`config.mk`:
```
export PLATFORM = sky130hd
export DESIGN_NAME = axi_id_compressor
export DESIGN_NICKNAME = d
export VERILOG_FILES = /design/src/rtl/axi_id_compressor_pkg.sv /design/src/rtl/axi_id_compressor_table.sv /design/src/rtl/axi_id_compressor.sv
export SDC_FILE = /design/constraint.sdc
export NUM_CORES = 1
export LEC_CHECK = 0
export ABC_AREA = 1
export CAP_MARGIN = 20
export CORE_AREA = 2 2 156 158
export DETAILED_ROUTE_END_ITERATION = 16
export DIE_AREA = 0 0 158 160
export PLACE_DENSITY = 0.65
export SYNTH_ARGS = -nofsm -noshare
export SYNTH_HDL_FRONTEND = slang
export SYNTH_SLANG_ARGS = --single-unit
```
`constraint.sdc`:
```
create_clock -name clk_i -period 6.91 [get_ports clk_i]
set_clock_uncertainty 0.1 [all_clocks]
set_input_delay 1.382 -clock clk_i [delete_from_list [all_inputs] [get_ports clk_i]]
set_output_delay 1.382 -clock clk_i [all_outputs]
set_load 0.03 [all_outputs]
```
`src/rtl/axi_id_compressor_pkg.sv`:
```
// Shared constants, sizing helpers and default wide/narrow AXI channel structs
// for the slave-side ID compressor.
package axi_id_compressor_pkg;

  localparam int unsigned DefNoMstPorts   = 4;
  localparam int unsigned DefIdWidth      = 4;
  localparam int unsigned DefSlvIdWidth   = DefIdWidth + $clog2(DefNoMstPorts);
  localparam int unsigned DefMstIdWidth   = 4;
  localparam int unsigned DefMaxUniqIds   = 4;
  localparam int unsigned DefMaxTxnsPerId = 4;
  localparam int unsigned AddrWidth       = 32;
  localparam int unsigned DataWidth       = 32;
  localparam int unsigned StrbWidth       = DataWidth / 8;

  function automatic int unsigned cnt_width(input int unsigned max_txns);
    return $clog2(max_txns + 1);
  endfunction

  function automatic int unsigned idx_width(input int unsigned entries);
    return (entries > 1) ? $clog2(entries) : 1;
  endfunction

  typedef logic [DefSlvIdWidth-1:0] slv_id_t;
  typedef logic [DefMstIdWidth-1:0] mst_id_t;
  typedef logic [AddrWidth-1:0]     addr_t;
  typedef logic [DataWidth-1:0]     data_t;
  typedef logic [StrbWidth-1:0]     strb_t;

  typedef struct packed {
    slv_id_t    id;
    addr_t      addr;
    logic [7:0] len;
    logic [2:0] size;
    logic [1:0] burst;
    logic [5:0] atop;
  } slv_aw_chan_t;

  typedef struct packed {
    mst_id_t    id;
    addr_t      addr;
    logic [7:0] len;
    logic [2:0] size;
    logic [1:0] burst;
    logic [5:0] atop;
  } mst_aw_chan_t;

  typedef struct packed {
    slv_id_t    id;
    addr_t      addr;
    logic [7:0] len;
    logic [2:0] size;
    logic [1:0] burst;
  } slv_ar_chan_t;

  typedef struct packed {
    mst_id_t    id;
    addr_t      addr;
    logic [7:0] len;
    logic [2:0] size;
    logic [1:0] burst;
  } mst_ar_chan_t;

  typedef struct packed {
    data_t data;
    strb_t strb;
    logic  last;
  } w_chan_t;

  typedef struct packed {
    slv_id_t    id;
    logic [1:0] resp;
  } slv_b_chan_t;

  typedef struct packed {
    mst_id_t    id;
    logic [1:0] resp;
  } mst_b_chan_t;

  typedef struct packed {
    slv_id_t    id;
    data_t      data;
    logic [1:0] resp;
    logic       last;
  } slv_r_chan_t;

  typedef struct packed {
    mst_id_t    id;
    data_t      data;
    logic [1:0] resp;
    logic       last;
  } mst_r_chan_t;

  typedef struct packed {
    slv_aw_chan_t aw;
    logic         aw_valid;
    w_chan_t      w;
    logic         w_valid;
    logic         b_ready;
    slv_ar_chan_t ar;
    logic         ar_valid;
    logic         r_ready;
  } slv_req_t;

  typedef struct packed {
    logic        aw_ready;
    logic        ar_ready;
    logic        w_ready;
    slv_b_chan_t b;
    logic        b_valid;
    slv_r_chan_t r;
    logic        r_valid;
  } slv_resp_t;

  typedef struct packed {
    mst_aw_chan_t aw;
    logic         aw_valid;
    w_chan_t      w;
    logic         w_valid;
    logic         b_ready;
    mst_ar_chan_t ar;
    logic         ar_valid;
    logic         r_ready;
  } mst_req_t;

  typedef struct packed {
    logic        aw_ready;
    logic        ar_ready;
    logic        w_ready;
    mst_b_chan_t b;
    logic        b_valid;
    mst_r_chan_t r;
    logic        r_valid;
  } mst_resp_t;

endpackage

```
`src/rtl/axi_id_compressor_table.sv`:
```
// One direction's remap table: wide ID per entry plus an outstanding counter;
// an entry is free exactly when its counter is zero.
module axi_id_compressor_table
  import axi_id_compressor_pkg::*;
#(
  parameter int unsigned IdWidth    = 6,
  parameter int unsigned Entries    = 4,
  parameter int unsigned MaxTxns    = 4,
  parameter int unsigned RspIdWidth = 4,
  parameter int unsigned NumChk     = 1,
  localparam int unsigned IdxWidth  = idx_width(Entries),
  localparam int unsigned CntWidth  = cnt_width(MaxTxns)
) (
  input  logic                  clk,
  input  logic                  rst_n,
  input  logic [IdWidth-1:0]    lookup_id,
  output logic [IdxWidth-1:0]   lookup_idx,
  input  logic [IdxWidth-1:0]   chk_idx [NumChk],
  input  logic [IdWidth-1:0]    chk_id  [NumChk],
  output logic                  chk_ok  [NumChk],
  input  logic                  inc_en,
  input  logic [IdxWidth-1:0]   inc_idx,
  input  logic [IdWidth-1:0]    inc_id,
  input  logic                  rsp_valid,
  input  logic [RspIdWidth-1:0] rsp_mst_id,
  input  logic                  dec_en,
  output logic [IdWidth-1:0]    rsp_id
);

  localparam logic [CntWidth-1:0] MaxCnt = CntWidth'(MaxTxns);

  logic [IdWidth-1:0]  id_q  [Entries];
  logic [CntWidth-1:0] cnt_q [Entries];
  logic [Entries-1:0]  inc_sel, dec_sel;
  logic                hit, free_found, rsp_live;
  logic [IdxWidth-1:0] hit_idx, free_idx;

  // A live entry holding the ID wins; otherwise the lowest free entry is offered.
  always_comb begin
    hit        = 1'b0;
    hit_idx    = '0;
    free_found = 1'b0;
    free_idx   = '0;
    for (int i = 0; i < Entries; i++) begin
      if (cnt_q[i] != '0 && id_q[i] == lookup_id) begin
        hit     = 1'b1;
        hit_idx = IdxWidth'(i);
      end
      if (cnt_q[i] == '0 && !free_found) begin
        free_found = 1'b1;
        free_idx   = IdxWidth'(i);
      end
    end
    lookup_idx = hit ? hit_idx : free_idx;
  end

  // A candidate index is usable if free, or already owned by the same ID with headroom.
  always_comb begin
    for (int k = 0; k < NumChk; k++) begin
      chk_ok[k] = (cnt_q[chk_idx[k]] == '0) ||
                  (id_q[chk_idx[k]] == chk_id[k] && cnt_q[chk_idx[k]] < MaxCnt);
    end
  end

  always_comb begin
    inc_sel  = '0;
    dec_sel  = '0;
    rsp_id   = '0;
    rsp_live = 1'b0;
    for (int i = 0; i < Entries; i++) begin
      inc_sel[i] = inc_en && (inc_idx == IdxWidth'(i));
      if (rsp_mst_id == RspIdWidth'(i)) begin
        rsp_id     = id_q[i];
        rsp_live   = (cnt_q[i] != '0);
        dec_sel[i] = dec_en;
      end
    end
  end

  always_ff @(posedge clk or negedge rst_n) begin
    if (!rst_n) begin
      for (int i = 0; i < Entries; i++) begin
        id_q[i]  <= '0;
        cnt_q[i] <= '0;
      end
    end else begin
      for (int i = 0; i < Entries; i++) begin
        if (inc_sel[i] && !dec_sel[i]) begin
          cnt_q[i] <= cnt_q[i] + 1'b1;
          if (cnt_q[i] == '0) id_q[i] <= inc_id;
        end else if (dec_sel[i] && !inc_sel[i] && cnt_q[i] != '0) begin
          cnt_q[i] <= cnt_q[i] - 1'b1;
        end
      end
    end
  end

  rsp_known: assert property (@(posedge clk) disable iff (!rst_n) rsp_valid |-> rsp_live);

endmodule

```
`src/rtl/axi_id_compressor.sv`:
```
// Compresses crossbar-widened AXI IDs onto a small pool of narrow IDs and
// restores the original IDs on R/B, keeping per-ID ordering intact.
module axi_id_compressor
  import axi_id_compressor_pkg::*;
#(
  parameter int unsigned NoMstPorts   = DefNoMstPorts,
  parameter int unsigned IdWidth      = DefIdWidth,
  parameter int unsigned MstIdWidth   = DefMstIdWidth,
  parameter int unsigned MaxUniqIds   = DefMaxUniqIds,
  parameter int unsigned MaxTxnsPerId = DefMaxTxnsPerId,
  parameter type slv_req_t  = axi_id_compressor_pkg::slv_req_t,
  parameter type slv_resp_t = axi_id_compressor_pkg::slv_resp_t,
  parameter type mst_req_t  = axi_id_compressor_pkg::mst_req_t,
  parameter type mst_resp_t = axi_id_compressor_pkg::mst_resp_t
) (
  input  logic      clk_i,
  input  logic      rst_ni,
  input  slv_req_t  slv_req_i,
  output slv_resp_t slv_resp_o,
  output mst_req_t  mst_req_o,
  input  mst_resp_t mst_resp_i
);

  localparam int unsigned SlvIdWidth = IdWidth + $clog2(NoMstPorts);
  localparam int unsigned IdxWidth   = idx_width(MaxUniqIds);

  logic [IdxWidth-1:0]   rd_idx, wr_idx, rd_inc_idx;
  logic [IdxWidth-1:0]   rd_chk_idx [2];
  logic [SlvIdWidth-1:0] rd_chk_id  [2];
  logic                  rd_chk_ok  [2];
  logic [IdxWidth-1:0]   wr_chk_idx [1];
  logic [SlvIdWidth-1:0] wr_chk_id  [1];
  logic                  wr_chk_ok  [1];
  logic [SlvIdWidth-1:0] rd_rsp_id, wr_rsp_id, rd_inc_id;
  logic                  atop_r, ar_ok, aw_ok, ar_hs, aw_hs, r_done, b_done;

  assign atop_r        = slv_req_i.aw.atop[5];
  assign rd_chk_idx[0] = rd_idx;
  assign rd_chk_id[0]  = slv_req_i.ar.id;
  assign rd_chk_idx[1] = wr_idx;
  assign rd_chk_id[1]  = slv_req_i.aw.id;
  assign wr_chk_idx[0] = wr_idx;
  assign wr_chk_id[0]  = slv_req_i.aw.id;

  // A presented R-returning ATOP holds AR off so only one source claims read entries per cycle.
  assign ar_ok  = rd_chk_ok[0] & ~(slv_req_i.aw_valid & atop_r);
  assign aw_ok  = wr_chk_ok[0] & (~atop_r | rd_chk_ok[1]);
  assign ar_hs  = slv_req_i.ar_valid & ar_ok & mst_resp_i.ar_ready;
  assign aw_hs  = slv_req_i.aw_valid & aw_ok & mst_resp_i.aw_ready;
  assign r_done = mst_resp_i.r_valid & slv_req_i.r_ready & mst_resp_i.r.last;
  assign b_done = mst_resp_i.b_valid & slv_req_i.b_ready;

  assign rd_inc_idx = ar_hs ? rd_idx : wr_idx;
  assign rd_inc_id  = ar_hs ? slv_req_i.ar.id : slv_req_i.aw.id;

  axi_id_compressor_table #(
    .IdWidth(SlvIdWidth), .Entries(MaxUniqIds), .MaxTxns(MaxTxnsPerId),
    .RspIdWidth(MstIdWidth), .NumChk(2)
  ) i_rd_table (
    .clk(clk_i), .rst_n(rst_ni),
    .lookup_id(slv_req_i.ar.id), .lookup_idx(rd_idx),
    .chk_idx(rd_chk_idx), .chk_id(rd_chk_id), .chk_ok(rd_chk_ok),
    .inc_en(ar_hs | (aw_hs & atop_r)), .inc_idx(rd_inc_idx), .inc_id(rd_inc_id),
    .rsp_valid(mst_resp_i.r_valid), .rsp_mst_id(mst_resp_i.r.id),
    .dec_en(r_done), .rsp_id(rd_rsp_id)
  );

  axi_id_compressor_table #(
    .IdWidth(SlvIdWidth), .Entries(MaxUniqIds), .MaxTxns(MaxTxnsPerId),
    .RspIdWidth(MstIdWidth), .NumChk(1)
  ) i_wr_table (
    .clk(clk_i), .rst_n(rst_ni),
    .lookup_id(slv_req_i.aw.id), .lookup_idx(wr_idx),
    .chk_idx(wr_chk_idx), .chk_id(wr_chk_id), .chk_ok(wr_chk_ok),
    .inc_en(aw_hs), .inc_idx(wr_idx), .inc_id(slv_req_i.aw.id),
    .rsp_valid(mst_resp_i.b_valid), .rsp_mst_id(mst_resp_i.b.id),
    .dec_en(b_done), .rsp_id(wr_rsp_id)
  );

  always_comb begin
    mst_req_o  = '0;
    slv_resp_o = '0;

    mst_req_o.aw.id    = MstIdWidth'(wr_idx);
    mst_req_o.aw.addr  = slv_req_i.aw.addr;
    mst_req_o.aw.len   = slv_req_i.aw.len;
    mst_req_o.aw.size  = slv_req_i.aw.size;
    mst_req_o.aw.burst = slv_req_i.aw.burst;
    mst_req_o.aw.atop  = slv_req_i.aw.atop;
    mst_req_o.aw_valid = slv_req_i.aw_valid & aw_ok;
    mst_req_o.w        = slv_req_i.w;
    mst_req_o.w_valid  = slv_req_i.w_valid;
    mst_req_o.b_ready  = slv_req_i.b_ready;
    mst_req_o.ar.id    = MstIdWidth'(rd_idx);
    mst_req_o.ar.addr  = slv_req_i.ar.addr;
    mst_req_o.ar.len   = slv_req_i.ar.len;
    mst_req_o.ar.size  = slv_req_i.ar.size;
    mst_req_o.ar.burst = slv_req_i.ar.burst;
    mst_req_o.ar_valid = slv_req_i.ar_valid & ar_ok;
    mst_req_o.r_ready  = slv_req_i.r_ready;

    slv_resp_o.aw_ready = mst_resp_i.aw_ready & aw_ok;
    slv_resp_o.ar_ready = mst_resp_i.ar_ready & ar_ok;
    slv_resp_o.w_ready  = mst_resp_i.w_ready;
    slv_resp_o.b.id     = wr_rsp_id;
    slv_resp_o.b.resp   = mst_resp_i.b.resp;
    slv_resp_o.b_valid  = mst_resp_i.b_valid;
    slv_resp_o.r.id     = rd_rsp_id;
    slv_resp_o.r.data   = mst_resp_i.r.data;
    slv_resp_o.r.resp   = mst_resp_i.r.resp;
    slv_resp_o.r.last   = mst_resp_i.r.last;
    slv_resp_o.r_valid  = mst_resp_i.r_valid;
  end

endmodule

```
After elaboration in Yosys (flattened, before gate mapping)
Index checks and enable logic that the tools add are counted.

operators by class
  equality and inequality tests = 23
  mux-type cells = 80
  bitwise logic cells = 19
  reduce and logical (&&, ||, !) cells = 113
  order comparisons = 5
  add/sub/neg operators = 16

operator list
  operator                                                   count
  2-to-1 mux 6 bit                                           15
  == test 6 bit                                              11
  2-to-1 mux 3 bit                                           22
  logical AND 1 bit                                          49
  binary-select mux 6 bit (select 2 bit)                     3
  logical NOT 3 bit                                          11
  2-to-1 mux 1 bit                                           26
  adder 3 x 1 -> 3 bit (second input constant)               8
  nonzero test 3 bit                                         8
  subtractor 3 x 1 -> 3 bit (second input constant)          8
  logical NOT 1 bit                                          22
  2-to-1 mux 2 bit                                           11
  binary-select mux 3 bit (select 2 bit)                     3
  == test 4 x 2 -> 1 bit (second input constant)             4
  AND reduction 2 bit                                        8
  nonzero test 2 bit                                         8
  bitwise AND 1 bit                                          13
  less-than comparator 3 bit (second input constant)         3
  == test 2 bit (second input constant)                      4
  == test 4 x 1 -> 1 bit (second input constant)             2
  logical NOT 4 bit                                          2
  greater-or-equal comparator 3 bit (second input constant)  2
  NOT 2 -> 3 bit                                             2
  == test 2 x 1 -> 1 bit (second input constant)             2
  other kinds (4)                                            9

storage, ports and cells
  bits of input ports = 202
  register bits after elaboration = 72
  logic and storage cells = 272

Longest topological paths before layout
Gate-level depths: netlist (run 1).

  depth after elaboration = 31
  gate-level depth with buffers = 33

Modules after synthesis
From an unflattened synthesis (run 1), not the netlist that was laid out.

unflattened totals
  cells, all modules = 1,080
  area total of the unflattened synthesis = 7,234.4 sq um

by module, submodules not included
  module                                cells each  area each (sq um)  times used
  axi_id_compressor_table (i_rd_table)  457         3,055.4            1
  axi_id_compressor_table (i_wr_table)  397         2,623.8            1
  axi_id_compressor                     226         1,555.2            1

Least setup slack after synthesis (run 1)
OpenSTA, ideal clock, no wires.

  path kind = input port to output port
  start = in slv_req_i[144] in the netlist's numbering
  end = out mst_req_o[90] in the netlist's numbering
  arrival time = 3.501 ns
  required time = 5.428 ns
  setup slack = 1.927 ns
  stages on the path = 21
  cell sequence = buf_4 -> xnor2_1 -> nand2_1 -> nor2_1 -> nand2_1 -> nand2_1 -> nand2_1 -> nand2_2 -> nand2_4 -> buf_4 -> o21ai_0 -> nand2_1 -> nand2_1 -> nand2_1 -> nand2_1 -> nand2_1 -> nor2_1 -> nand3_1 -> nand2_1 -> nand2_2 -> nor2_1

RTL lines
  what             line                     source
  start, declared  axi_id_compressor.sv:18  input slv_req_t slv_req_i,
  end, declared    axi_id_compressor.sv:20  output mst_req_t mst_req_o,

==> impl_metrics.toml, run 1 <==
[critical_path]
critical_path.most_common_cell = "nand2_1"
cp_top_family = "buffers and inverters"
slowest_stage = "clkdlybuf4s50_1"
critPathMaxFanout = 33
cp.arrival_ns = 5.06
startpoint_type = "primary input"
ff2ff_path_depth = 20
reg2reg_from = "i_rd_table.cnt_q[3]$_DFFE_PN0P_"
endpoint_kind = "output port"
crit_required_ns = 5.43
critPathMaxStageDelay_ns = 0.78
r2r-end = "i_rd_table.cnt_q[2]$_DFFE_PN0P_"
worstSetupPathType = "in2out"
critical_path_buf_inv_count = 4
cp_cell_sequence = "clkdlybuf4s50_1 > inv_1 > nand2_1 > nand2_1 > nor2_1 > nand2_1 > nor2_1 > inv_1 > nand2_1 > nand2_2 > nand2_4 > nand2_2 > o2111ai_1 > nand4_1 > nand3_1 > nand2_2 > nor2_1 > clkdlybuf4s50_1"
reg2reg_slack_ns = 2.50

[final_layout]
seqCellArea_um2 = 1802
diodes = 0
layout.nets = 1169
layout_common_cells = "nand2_1, inv_1, dfrtp_1, nor2_1, o21ai_0"
final_util_pct = 28.96
drive_gt1_share_pct = 5.498
multiInputGateArea_um2 = 3312
fillers = 2658
area_growth_pct = -1.676
final_common_cell = "nand2_1"

[min_path]
min_path_cells = 2
holdPathEnd = "i_wr_table.cnt_q[8]$_DFFE_PN0P_"
worstHoldPathType = "reg2reg"
holdCritStartpoint = "i_wr_table.cnt_q[8]$_DFFE_PN0P_"

[yosys]
synth_area_um2 = 7015
synthTopCellsByArea = "dfrtp_1, nand2_1, buf_4"
syn-instance-count = 1081
yosys_warnings = 0
seq_area_frac_synth_pct = 25.68
synth_top_area_share_pct = 25.68
synth-seq-cells = 72
yosys.area.top_type = "dfrtp_1"
synth_cell_types = 34
synth.avg_cell_area_um2 = 6.490

[die]
num_rows = 57
ios = 402
die_w_um = 158
die_h_um = 160
dieArea_um2 = 25280
start_util_pct = 29.45
fp.coreArea_um2 = 23820

[sta]
fin_crit_ns = 6.544
hold_violations = 0
tns_ns = 0
post-route-period-util_pct = 94.70
timing.fmax_mhz = 152.8
rsz0062_at_grt = "no"
relSlewSlack_pct = 34.58
setup_viol = 0
slew_viol_final = 0
tightestPinTransition_ns = 0.9814

[clock_network]
cts_made_buffers = 9
clockRootBuffer = "clkbuf_16"
cts_buffer_depth = 2
cts_tree = "yes"
clkSinkCount = 72
postCtsHoldBufs = 0
insertion_delay_ns = 0.35
cts.clk_slew.worst_paths_ns = 0.06
ctsHtreeMaxLevel = 3

[pwr]
ir_drop_uv = 211.4
powerDensity_nw_per_um2 = 447.0
leakage_nw = 3.474

[routing]
drt-total-wl_um = 19390
avgViaCountPerCell = 4.708
dr_total_vias = 6064
drc = 0
drt-initial-drc-count = 595
ant_nets = 0
detail_route.first_pass.iterations = 5
drt-wirelength-per-cell_um = 15.05

[grt]
antenna_found_initial = 0
grt.total_usage_pct = 15.47
grt_first_pass_wirelength_um = 30670
grt_max_degree = 73
first_global_vias = 5647
grt.overflow.total = 0

[flow_run]
max_cap_viol_count = 0

[outcome]
outcome = "finished, final reports clean"

[place]
port_buffers = 57
hpwl_um = 14890
place.gp.congestion = 0.8966
-- what timing repair did --
action	CTS	global route
setup endpoints to repair	0	1
resized for setup	0	1
setup buffers	0	0
-- cells in the mapped netlist (all sizes together) --
master     n
a221oi     4
conb       1
dfrtp     72
buf      203
nor3      15
nor2      74
nand2    388
o211ai     2
clkbuf     1
xor2       8
fa         8
a21oi     10
nand4      5
o2111ai    9
o21ai     76
and3       1
a211oi     1
o22ai      5
nand3     66
a21boi     1
inv      109
nor4       2
xnor2     20
-- worst min-delay path, cell delays in order (launching register included) --
cell and delay [ns]:
dfrtp_1 0.35, nand2_1 0.06, nand2_1 0.05
-- power breakdown --
part | internal [mW] | leakage, nW | total, mW | switching [mW]
registers | 0.582 | 0.814 | 0.771 | 0.190
clock network | 0.324 | 0.158 | 0.522 | 0.198
logic | 0.615 | 2.50 | 1.79 | 1.18
total | 1.52 | 3.47 | 3.08 | 1.56
-- cell type report --
class | count | area share (%)
Clock buffer | 10 | 3.465
Clock inverter | 6 | 1.197
Inverter | 109 | 5.931
Multi-Input combinational cell | 699 | 48.01
Sequential cell | 72 | 26.12
Tap cell | 324 | 5.877
Timing Repair Buffer | 68 | 9.396
-- per-stage QoR --
stage	std cells	hold WS [ns]	setup slack, ns	instance area, µm²	power, mW
after floorplan	1084	0.3412	1.927	7027	2.258
after global placement	1272	0.3550	0.3938	6574	2.515
after detailed placement	1272	0.3707	0.3323	6574	2.554
after CTS	1288	0.3846	0.3023	6895	3.086
after global routing	1288	0.4039	0.05631	6898	3.385
final	1288	0.3833	0.3661	6898	3.083
-- how the worst max path moves through the flow --
stage / start / endpoint / slack, ns / cells past startpoint
after floorplan: slv_req_i[144] / mst_req_o[90] / 1.93 / 21
after global routing: slv_req_i[145] / mst_req_o[90] / 0.06 / 20
after CTS: slv_req_i[145] / mst_req_o[90] / 0.30 / 18
after detailed placement: slv_req_i[145] / mst_req_o[90] / 0.33 / 18
final: slv_req_i[145] / mst_req_o[90] / 0.37 / 18
after global placement: slv_req_i[145] / slv_resp_o[53] / 0.39 / 18
-- logic make-up (layout without fill, tap and decap cells) --
family                     Yosys count  in the layout  share of synthesized area, %
xor gates and xnor gates            28             28                         3.496
adders and majority gates            8              8                         2.283
buffers and inverters              313            193                         27.31
and+or+nand+nor                    551            551                         32.55
AOI/OAI and AO/OA                  108            108                         8.632
other                                1              4                       0.05345
DFF                                 72             72                         25.68
-- metal layers --
metal | up-vias | part of all wire, % | global-route usage, %
met5 | - | 0 | 0
met4 | 0 | 6.7 | 10.77
met3 | 100 | 7.6 | 3.338
met2 | 264 | 44 | 23.68
met1 | 2751 | 41 | 19.28
li1 | 2949 | - | -
-- flip-flops by register name (all words and copies together) (netlist names) --
name / cells
i_wr_table.id_q: 24
i_rd_table.cnt_q: 12
i_rd_table.id_q: 24
i_wr_table.cnt_q: 12
(Power assumes the default switching activity.)
==> inputs of run 2 (changes only) <==
HOLD_SLACK_MARGIN = 0.06   (was not set)
==> results of run 2 <==
Final layout, timing and power as in run 1 (identical DEF).
